==> config.mk <==
export PLATFORM = sky130hd
export DESIGN_NAME = my_lsu
export DESIGN_NICKNAME = d
export VERILOG_FILES = /design/src/rtl/my_lsu_pkg.sv /design/src/rtl/my_lsu_align.sv /design/src/rtl/my_lsu.sv
export SDC_FILE = /design/constraint.sdc
export NUM_CORES = 1
export LEC_CHECK = 0
export CAP_MARGIN = 40
export CORE_MARGIN = 2
export CORE_UTILIZATION = 48
export CTS_CLUSTER_SIZE = 25
export DETAILED_ROUTE_END_ITERATION = 16
export MAX_ROUTING_LAYER = met4
export PLACE_DENSITY = 0.87
export SLEW_MARGIN = 40
export SYNTH_ARGS = -nofsm -noshare
export SYNTH_HDL_FRONTEND = slang
export SYNTH_SLANG_ARGS = --single-unit
==> constraint.sdc <==
create_clock -name clk -period 3.2 [get_ports clk]
set_clock_uncertainty 0.15 [all_clocks]
set_input_delay 0.64 -clock clk [delete_from_list [all_inputs] [get_ports clk]]
set_output_delay 0.64 -clock clk [all_outputs]
set_load 0.01 [all_outputs]
==> src/rtl/my_lsu_pkg.sv <==
// -----------------------------------------------------------------------------
// my_lsu_pkg
// Shared definitions for the load/store unit: funct3 access-size encodings
// (RISC-V inst[14:12]) and the transaction FSM state type.
// No ports; imported by my_lsu and my_lsu_align.
// -----------------------------------------------------------------------------
package my_lsu_pkg;

   // funct3 access-size encodings. Bits [1:0] give the size, bit 2 marks unsigned loads.
   localparam logic [2:0] LSU_B  = 3'b000;
   localparam logic [2:0] LSU_H  = 3'b001;
   localparam logic [2:0] LSU_W  = 3'b010;
   localparam logic [2:0] LSU_BU = 3'b100;
   localparam logic [2:0] LSU_HU = 3'b101;

   // Size field values, taken from funct3[1:0].
   localparam logic [1:0] SZ_BYTE = 2'b00;
   localparam logic [1:0] SZ_HALF = 2'b01;
   localparam logic [1:0] SZ_WORD = 2'b10;

   // Bus transaction FSM states.
   typedef enum logic [1:0] {
      ST_IDLE = 2'b00,
      ST_REQ  = 2'b01,
      ST_DONE = 2'b10
   } lsu_state_e;

endpackage : my_lsu_pkg

==> src/rtl/my_lsu_align.sv <==
// -----------------------------------------------------------------------------
// my_lsu_align
// Purely combinational lane logic for the load/store unit.
//   Request side (live datapath inputs):
//     req_store    in   1   access is a store (else a load)
//     req_funct3   in   3   access size / signedness
//     req_addr_lo  in   2   low address bits (byte offset within the word)
//     req_wdata    in  32   store data from rs2
//     req_legal    out  1   funct3 legal for this access kind and address aligned
//     st_be        out  4   store byte enables
//     st_wdata     out 32   store data replicated onto every lane
//   Response side (values latched when the access started):
//     ld_funct3    in   3   latched access size / signedness
//     ld_addr_lo   in   2   latched byte offset
//     bus_rdata    in  32   raw word from the bus
//     ld_data      out 32   selected lane, sign- or zero-extended
// -----------------------------------------------------------------------------
module my_lsu_align
   import my_lsu_pkg::*;
(
   input  logic        req_store,
   input  logic [2:0]  req_funct3,
   input  logic [1:0]  req_addr_lo,
   input  logic [31:0] req_wdata,
   output logic        req_legal,
   output logic [3:0]  st_be,
   output logic [31:0] st_wdata,
   input  logic [2:0]  ld_funct3,
   input  logic [1:0]  ld_addr_lo,
   input  logic [31:0] bus_rdata,
   output logic [31:0] ld_data
);

   logic        size_ok;
   logic        align_ok;
   logic [7:0]  ld_byte;
   logic [15:0] ld_half;

   // Legality: the funct3 encoding must exist for this access kind, and the
   // address must be naturally aligned for the access size.
   // NOTE: every signal assigned in always_comb gets a default first so no path leaves it unassigned, which would infer a latch.
   always_comb begin
      size_ok  = 1'b0;
      align_ok = 1'b0;
      case (req_funct3)
         LSU_B, LSU_H, LSU_W: size_ok = 1'b1;
         LSU_BU, LSU_HU:      size_ok = !req_store;
         default:             size_ok = 1'b0;
      endcase
      case (req_funct3[1:0])
         SZ_BYTE: align_ok = 1'b1;
         SZ_HALF: align_ok = !req_addr_lo[0];
         SZ_WORD: align_ok = (req_addr_lo == 2'b00);
         default: align_ok = 1'b0;
      endcase
      req_legal = size_ok && align_ok;
   end

   // Store lanes: data is replicated so the memory only needs the byte enables.
   always_comb begin
      st_be    = 4'b1111;
      st_wdata = req_wdata;
      case (req_funct3[1:0])
         SZ_BYTE: begin
            st_be    = 4'b0001 << req_addr_lo;
            st_wdata = {4{req_wdata[7:0]}};
         end
         SZ_HALF: begin
            st_be    = req_addr_lo[1] ? 4'b1100 : 4'b0011;
            st_wdata = {2{req_wdata[15:0]}};
         end
         default: begin
            st_be    = 4'b1111;
            st_wdata = req_wdata;
         end
      endcase
   end

   // Load lanes: pick the addressed byte/halfword, then extend per funct3.
   always_comb begin
      case (ld_addr_lo)
         2'd0:    ld_byte = bus_rdata[7:0];
         2'd1:    ld_byte = bus_rdata[15:8];
         2'd2:    ld_byte = bus_rdata[23:16];
         default: ld_byte = bus_rdata[31:24];
      endcase
      ld_half = ld_addr_lo[1] ? bus_rdata[31:16] : bus_rdata[15:0];

      case (ld_funct3)
         LSU_B:   ld_data = {{24{ld_byte[7]}}, ld_byte};
         LSU_BU:  ld_data = {24'h0, ld_byte};
         LSU_H:   ld_data = {{16{ld_half[15]}}, ld_half};
         LSU_HU:  ld_data = {16'h0, ld_half};
         default: ld_data = bus_rdata;
      endcase
   end

endmodule : my_lsu_align

==> src/rtl/my_lsu.sv <==
// -----------------------------------------------------------------------------
// my_lsu
// Load/store unit between the single-cycle datapath and a req/ack data bus.
// Starts a bus transaction for each legal load/store, holds `stall` until it
// completes, and returns extended load data.
//   clk, rst          clock; synchronous active-high reset
//   mem_read/write    datapath access request (both high = store)
//   funct3, addr      access size/signedness and effective address
//   wdata             store data (rs2)
//   rdata_out         extended load data (valid in DONE, held otherwise)
//   stall             freeze PC / writeback while the access is in flight
//   misaligned        same-cycle flag for an illegal or misaligned access
//   bus_err           one-cycle flag when the bus timed out
//   bus_req/we/addr/be/wdata   registered bus request
//   bus_ack, bus_rdata         bus response
// -----------------------------------------------------------------------------
module my_lsu
   import my_lsu_pkg::*;
#(
   parameter int TIMEOUT_CYCLES = 255
) (
   input  logic        clk,
   input  logic        rst,
   input  logic        mem_read,
   input  logic        mem_write,
   input  logic [2:0]  funct3,
   input  logic [31:0] addr,
   input  logic [31:0] wdata,
   output logic [31:0] rdata_out,
   output logic        stall,
   output logic        misaligned,
   output logic        bus_err,
   output logic        bus_req,
   output logic        bus_we,
   output logic [31:0] bus_addr,
   output logic [3:0]  bus_be,
   output logic [31:0] bus_wdata,
   input  logic        bus_ack,
   input  logic [31:0] bus_rdata
);

   localparam int              CNT_W    = $clog2(TIMEOUT_CYCLES + 1);
   localparam logic [CNT_W-1:0] CNT_LAST = CNT_W'(TIMEOUT_CYCLES - 1);
   localparam logic [CNT_W-1:0] CNT_MAX  = '1;

   lsu_state_e       state_q, state_d;
   logic [CNT_W-1:0] cnt_q, cnt_d;
   logic [2:0]       funct3_q, funct3_d;
   logic [1:0]       addr_lo_q, addr_lo_d;
   logic [31:0]      rdata_q, rdata_d;
   logic             bus_err_q, bus_err_d;
   logic             bus_req_q, bus_req_d;
   logic             bus_we_q, bus_we_d;
   logic [31:0]      bus_addr_q, bus_addr_d;
   logic [3:0]       bus_be_q, bus_be_d;
   logic [31:0]      bus_wdata_q, bus_wdata_d;

   logic        access;
   logic        is_store;
   logic        req_legal;
   logic [3:0]  st_be;
   logic [31:0] st_wdata;
   logic [31:0] ld_data;

   assign access   = mem_read || mem_write;
   assign is_store = mem_write;   // a simultaneous read+write is a store

   my_lsu_align u_align (
      .req_store   (is_store),
      .req_funct3  (funct3),
      .req_addr_lo (addr[1:0]),
      .req_wdata   (wdata),
      .req_legal   (req_legal),
      .st_be       (st_be),
      .st_wdata    (st_wdata),
      .ld_funct3   (funct3_q),
      .ld_addr_lo  (addr_lo_q),
      .bus_rdata   (bus_rdata),
      .ld_data     (ld_data)
   );

   // stall and misaligned must react in the same cycle the instruction is
   // presented, so they are decoded from the inputs while in IDLE.
   assign stall      = ((state_q == ST_IDLE) && access && req_legal) || (state_q == ST_REQ);
   assign misaligned = (state_q == ST_IDLE) && access && !req_legal;
   assign rdata_out  = misaligned ? 32'h0 : rdata_q;
   assign bus_err    = bus_err_q;
   assign bus_req    = bus_req_q;
   assign bus_we     = bus_we_q;
   assign bus_addr   = bus_addr_q;
   assign bus_be     = bus_be_q;
   assign bus_wdata  = bus_wdata_q;

   always_comb begin
      state_d     = state_q;
      cnt_d       = cnt_q;
      funct3_d    = funct3_q;
      addr_lo_d   = addr_lo_q;
      rdata_d     = rdata_q;
      bus_err_d   = 1'b0;
      bus_req_d   = bus_req_q;
      bus_we_d    = bus_we_q;
      bus_addr_d  = bus_addr_q;
      bus_be_d    = bus_be_q;
      bus_wdata_d = bus_wdata_q;

      case (state_q)
         ST_IDLE: begin
            if (access && req_legal) begin
               state_d     = ST_REQ;
               cnt_d       = '0;
               funct3_d    = funct3;
               addr_lo_d   = addr[1:0];
               bus_req_d   = 1'b1;
               bus_we_d    = is_store;
               bus_addr_d  = {addr[31:2], 2'b00};
               bus_be_d    = is_store ? st_be : 4'b1111;
               bus_wdata_d = is_store ? st_wdata : 32'h0;
            end
         end
         ST_REQ: begin
            if (bus_ack) begin
               state_d   = ST_DONE;
               bus_req_d = 1'b0;
               if (!bus_we_q) begin
                  rdata_d = ld_data;
               end
            end else if (cnt_q == CNT_LAST) begin
               // Abort: the datapath sees zero data and a one-cycle error in DONE.
               state_d   = ST_DONE;
               bus_req_d = 1'b0;
               bus_err_d = 1'b1;
               rdata_d   = 32'h0;
            end else if (cnt_q != CNT_MAX) begin
               cnt_d = cnt_q + CNT_W'(1);
            end
         end
         ST_DONE: begin
            // The datapath commits at the end of this cycle; never chain a new access.
            state_d = ST_IDLE;
         end
         default: state_d = ST_IDLE;
      endcase
   end

   // NOTE: sequential state uses non-blocking assignments so every flop samples its pre-edge value regardless of statement order.
   always_ff @(posedge clk) begin
      if (rst) begin
         state_q     <= ST_IDLE;
         cnt_q       <= '0;
         funct3_q    <= '0;
         addr_lo_q   <= '0;
         rdata_q     <= '0;
         bus_err_q   <= 1'b0;
         bus_req_q   <= 1'b0;
         bus_we_q    <= 1'b0;
         bus_addr_q  <= '0;
         bus_be_q    <= '0;
         bus_wdata_q <= '0;
      end else begin
         state_q     <= state_d;
         cnt_q       <= cnt_d;
         funct3_q    <= funct3_d;
         addr_lo_q   <= addr_lo_d;
         rdata_q     <= rdata_d;
         bus_err_q   <= bus_err_d;
         bus_req_q   <= bus_req_d;
         bus_we_q    <= bus_we_d;
         bus_addr_q  <= bus_addr_d;
         bus_be_q    <= bus_be_d;
         bus_wdata_q <= bus_wdata_d;
      end
   end

endmodule : my_lsu

After elaboration in Yosys (flattened, before gate mapping). Index checks and enable logic that the tools add are counted.

$add $sub $neg: 1. Eq/ne operators: 20. Shifts and indexed selects: 1. Multiplexer cells: 28. Bitwise gates (word level): 1. Reductions and logical operators: 26.

Operator list (number): 2-to-1 mux 32 bit (5); one-hot mux 32 bit (4 select lines) (1); one-hot mux 32 bit (2 select lines) (1); 2-to-1 mux 8 bit (4); one-hot mux 8 bit (3 select lines) (1); 2-to-1 mux 16 bit (1); one-hot mux 8 bit (2 select lines) (1); == test 3 bit, second input constant (4); adder 8 x 1 -> 8 bit, second input constant (1); == test 8 bit, second input constant (1); logical NOT 2 bit (4); 2-to-1 mux 4 bit (2); != test 8 bit, second input constant (1); one-hot mux 4 bit (2 select lines) (1); == test 2 x 1 -> 1 bit, second input constant (3); == test 3 x 1 -> 1 bit, second input constant (2); logical NOT 3 bit (2); 2-to-1 mux 2 bit (3); != test 2 bit, second input constant (3); AND reduction 3 bit (2); OR reduction 3 bit (2); logical AND 1 bit (5); AND reduction 5 bit (1); == test 2 bit, second input constant (2); 14 further kinds (24).

Register bits: 116. Input bits: 104. Word-level logic and storage cells: 88.

Longest topological paths before layout.
Word-level depth: 7. Mapped depth: 8. Depth with buffers taken out: 6.

Cells and area by module. Synthesis repeated with hierarchy kept, for this count alone.

Cells, all modules: 694. Area, all modules: 5728.0 um^2.

Modules (own cells, without submodules): my_lsu (instances 1, cells each 512, area an instance 4420.5 um^2); my_lsu_align (instances 1, cells each 182, area an instance 1307.5 um^2).

Worst setup path after synthesis. No wires, ideal clock.

Kind: input to output. Start: input port funct3[1]. End: output port rdata_out[10]. Data arrival time: 1774 ps. Data required time: 2410 ps. Slack: 636 ps. Stages: 6. Path buffers: 2. Cell sequence: buf_2 -> a221oi_2 -> or2_1 -> nor2_1 -> clkbuf_1 -> nor2b_1.

Longest elaborated chain between the ends: 7.

RTL lines: start, declared (RTL line my_lsu.sv:26) `input logic [2:0] funct3,`; == test 3 x 1 -> 1 bit, or another cell as far along (RTL line my_lsu_align.sv:45) `case (req_funct3)`; OR reduction 3 bit or OR reduction 2 bit (tied branches) (RTL line my_lsu_align.sv:45); one-hot mux 1 bit (2 select lines) (RTL line my_lsu_align.sv:45); logical AND 1 bit * (RTL line my_lsu_align.sv:56) `req_legal = size_ok && align_ok;`; logical NOT 1 bit * (RTL line my_lsu.sv:85) `assign misaligned = (state_q == ST_IDLE) && access && !req_legal;`; logical AND 1 bit * (RTL line my_lsu.sv:85); 2-to-1 mux 32 bit * (RTL line my_lsu.sv:86) `assign rdata_out = misaligned ? 32'h0 : rdata_q;`; end, declared (RTL line my_lsu.sv:29) `output logic [31:0] rdata_out,`.

Mark *: on every way between the ends. The rest lies on a longest branch, timed or not.

Worst setup path in the final report.
Start: input port mem_write. End: output port rdata_out[10].

Longest elaborated chain between the ends: 6.

RTL lines: start, declared (RTL line my_lsu.sv:25) `input logic mem_write,`; logical NOT 1 bit (RTL line my_lsu_align.sv:47) `LSU_BU, LSU_HU: size_ok = !req_store;`; one-hot mux 1 bit (2 select lines) (RTL line my_lsu_align.sv:45); logical AND 1 bit (RTL line my_lsu_align.sv:56); logical NOT 1 bit (RTL line my_lsu.sv:85); logical AND 1 bit * (RTL line my_lsu.sv:85); 2-to-1 mux 32 bit * (RTL line my_lsu.sv:86).

Marks and branches as above.

==> impl_metrics.py <==
metrics = {
    "routing": {
        "routed_wirelength_um": 17400,
        "routedWlPerCell_um": 17.5,
        "firstDrtPassIters": 5,
        "final_antenna_net_count": 0,
        "via_per_inst": 5.51,
        "drcViolationCount": 0,
        "vias": 5496,
        "drt_iter0_drc": 321,
    },
    "logic_synthesis": {
        "synthFlopType": "dfxtp_1",
        "syn-instance-count": 642,
        "synth_top_cell_area_share_pct": 43.0,
        "seq_area_frac_synth_pct": 43.0,
        "synth_common_cells": "nand2_1, dfxtp_1, a21oi_1",
        "synth-edff-count": 0,
        "yosys_warnings": 0,
        "synth_area_mm2": 0.00540,
        "async_flop_share_pct": 0,
        "avgSynthCellArea_um2": 8.41,
        "ys_ff_latch": 116,
        "yosysMostFrequentCell": "nand2_1",
        "ys_types": 53,
        "synthTopCellsByArea": "dfxtp_1, nand2_1, a21oi_1",
        "synth_area_leader_cell": "dfxtp_1",
    },
    "placed_design": {
        "dp_hpwl_um": 12200,
        "placed_cell_area_mm2": 0.00764,
        "port_buffers": 206,
        "gp_congestion": 0.869,
        "dp_cells": 959,
    },
    "timing": {
        "fmax_mhz": 323,
        "tightest_slew_ns": 0.541,
        "hold_violations": 0,
        "rsz0062_at_grt": "false",
        "finalMaxSlewViolations": 0,
        "finalCriticalPeriod_ns": 3.10,
        "slew_headroom_pct": 63.9,
        "setup_tns_ns": 0,
        "finalSetupViolations": 0,
        "period_share_pct": 96.8,
    },
    "pwr": {
        "vdd_drop_max_mv": 0.350,
        "share_seq_of_total_power_pct": 38.1,
        "p_switching_mw": 1.07,
        "leakage_nw": 3.19,
        "power_density_mw_per_mm2": 496,
        "clkPwrFrac_pct": 45.6,
        "sw_frac_of_total_pct": 26.3,
        "internal_power_mw": 3.01,
        "power_frac_comb_pct": 16.3,
    },
    "setup_path": {
        "rr_worst_depth": 4,
        "crit_type": "primary input to output port",
        "critPathCaptureType": "output port",
        "r2r_slack_ns": 1.12,
        "start_kind": "primary input",
        "worstPathRequired_ns": 2.41,
        "r2r-end": "rdata_q[9]",
        "r2r-start": "addr_lo_q[1]",
        "cp_max_fo": 33,
        "cp.arrival_ns": 2.31,
    },
    "grt": {
        "grt_pass1_vias": 5442,
        "track_usage_pct": 30.2,
        "grt_max_degree": 45,
        "grt_pass1_wl_um": 27500,
        "grt_overflow": 0,
        "antenna_found_initial": 0,
    },
    "run": {
        "drv_cap": 0,
    },
    "floorplan": {
        "dieHeight_um": 110,
        "rows": 38,
        "die-area_mm2": 0.0121,
        "die_width_um": 110,
        "pin_count": 209,
        "start_util_pct": 49.6,
        "core_mm2": 0.0109,
    },
    "hold_path": {
        "hold_depth": 2,
        "min_from": "bus_wdata[31]",
        "hold_path.class": "register to register",
        "whs_endpoint": "bus_wdata[31]",
    },
    "clocking": {
        "postCtsHoldBufs": 0,
        "numClockSinks": 116,
        "cts_max_path_buffers": 2,
        "cts_tree": "done",
        "cts_made_buffers": 17,
        "insertion_delay_ns": 0.51,
        "root_buffer": "clkbuf_8",
        "clk_pin_slew_ns": 0.05,
        "ctsHtreeMaxLevel": 4,
    },
    "finish": {
        "n_antenna_cell": 0,
        "final_cells": 998,
        "finalNetCount": 951,
        "finish.utilization_pct": 75.7,
        "areaGrowthSynthToFinish_pct": 52.5,
        "drive_gt1_share_pct": 12.1,
        "finalInstanceArea_mm2": 0.00824,
    },
    "run_status": {
        "status": "complete, no violations",
    },
}
## metrics by stage
step | hold slack, ns | setup slack, ns | power [mW]
3_5_place_dp | 0.289 | -0.305 | 2.24
4_1_cts | 0.304 | 0.157 | 4.09
3_3_place_gp | 0.288 | -0.221 | 2.23
5_1_grt | 0.325 | 0.00320 | 4.23
6_report | 0.301 | 0.102 | 4.09
2_1_floorplan | 0.275 | 0.636 | 1.89
## metal layers
layer | vias up | global-route usage, % | routed length [µm]
li1 | 2655 | - | -
met4 | 0 | 10.5 | 365
met5 | - | - | 0
met1 | 2596 | 35.7 | 7140
met2 | 219 | 50.1 | 8550
met3 | 26 | 7.82 | 1380
## layout by cell type, fill, tap and decap left out, drive strengths merged, types with 2 or more instances in the layout
master,synthesis,routed
conb,1,2
inv,5,9
dlygate4sd2,0,37
clkinv,0,3
buf,24,30
and2,2,2
ha,2,2
nor4,3,3
or3,2,2
a32o,8,8
a311oi,3,3
mux2,25,25
o21ai,24,24
nor2b,40,40
clkbuf,28,19
bufinv,0,2
or2,4,4
clkdlybuf4s50,0,168
a221o,16,16
nand3,35,35
nand2,136,136
nor3,5,5
nand2b,21,21
a221oi,2,2
o2bb2ai,7,7
clkinvlp,0,4
mux2i,17,17
o211ai,3,3
a31oi,2,2
a21oi,78,78
dfxtp,116,116
nor2,16,16
nand4,4,4
nor3b,2,2
## power by group through the flow
| stage | Clock, mW | Combinational (mW) | Sequential, mW |
|---|---|---|---|
| 5_1_grt | 1.95 | 0.718 | 1.56 |
| 3_5_place_dp | 0 | 0.660 | 1.58 |
| 2_1_floorplan | 0 | 0.302 | 1.59 |
| 3_3_place_gp | 0 | 0.645 | 1.58 |
| 6_report | 1.86 | 0.668 | 1.56 |
| 4_1_cts | 1.87 | 0.664 | 1.56 |
## logic make-up after synthesis
family / count (synthesis) / share of synthesized area (%)
AND/OR/NAND/NOR: 275 / 25.0
flip-flops: 116 / 43.0
adder cells (fa/ha/maj): 2 / 0.463
multiplexers: 42 / 8.36
XOR/XNOR: 1 / 0.162
other: 1 / 0.0694
AO/OA/AOI/OAI: 148 / 17.9
buffers and inverters: 57 / 5.00
## critical path, cell delays in order
cell	delay [ns]
clkdlybuf4s50_1	0.45
a221oi_2	0.36
or2_1	0.20
nor2_2	0.07
buf_12	0.16
nor2b_1	0.13
dlygate4sd2_1	0.29
## worst max-delay path by stage
stage	startpoint	to	slack, ns	depth (start not counted)
after floorplan	funct3[1]	rdata_out[10]	0.64	6
after global placement	funct3[0]	rdata_out[0]	-0.22	7
after detailed placement	funct3[0]	rdata_out[10]	-0.30	7
after CTS	mem_write	rdata_out[10]	0.16	7
after global routing	addr[1]	rdata_out[8]	0.003	7
final	mem_write	rdata_out[10]	0.10	7
## flip-flops by register name, summed over array words and instances, names as in the netlist
name and count:
state_q 2, addr_lo_q 2, bus_be 4, funct3_q 3
bus_req 1, bus_we 1, bus_wdata 32, bus_err 1
rdata_q 32, bus_addr 30, cnt_q 8
## repair_timing
item,CTS,global route
endpoints found under the setup margin,34,1
pin swaps,3,1
gates resized for setup,37,0
cloned,0,0
buffers inserted,7,0
## area by class of cell
class | count | area (µm²)
tap | 140 | 175
clock inverter | 13 | 148
clock buffer | 19 | 442
timing repair buffer | 235 | 2290
multi-input combinational | 470 | 2840
sequential | 116 | 2320
inverter | 5 | 18.8
fill | 761 | 2650
Note: power is estimated with default switching activity, not from simulation.
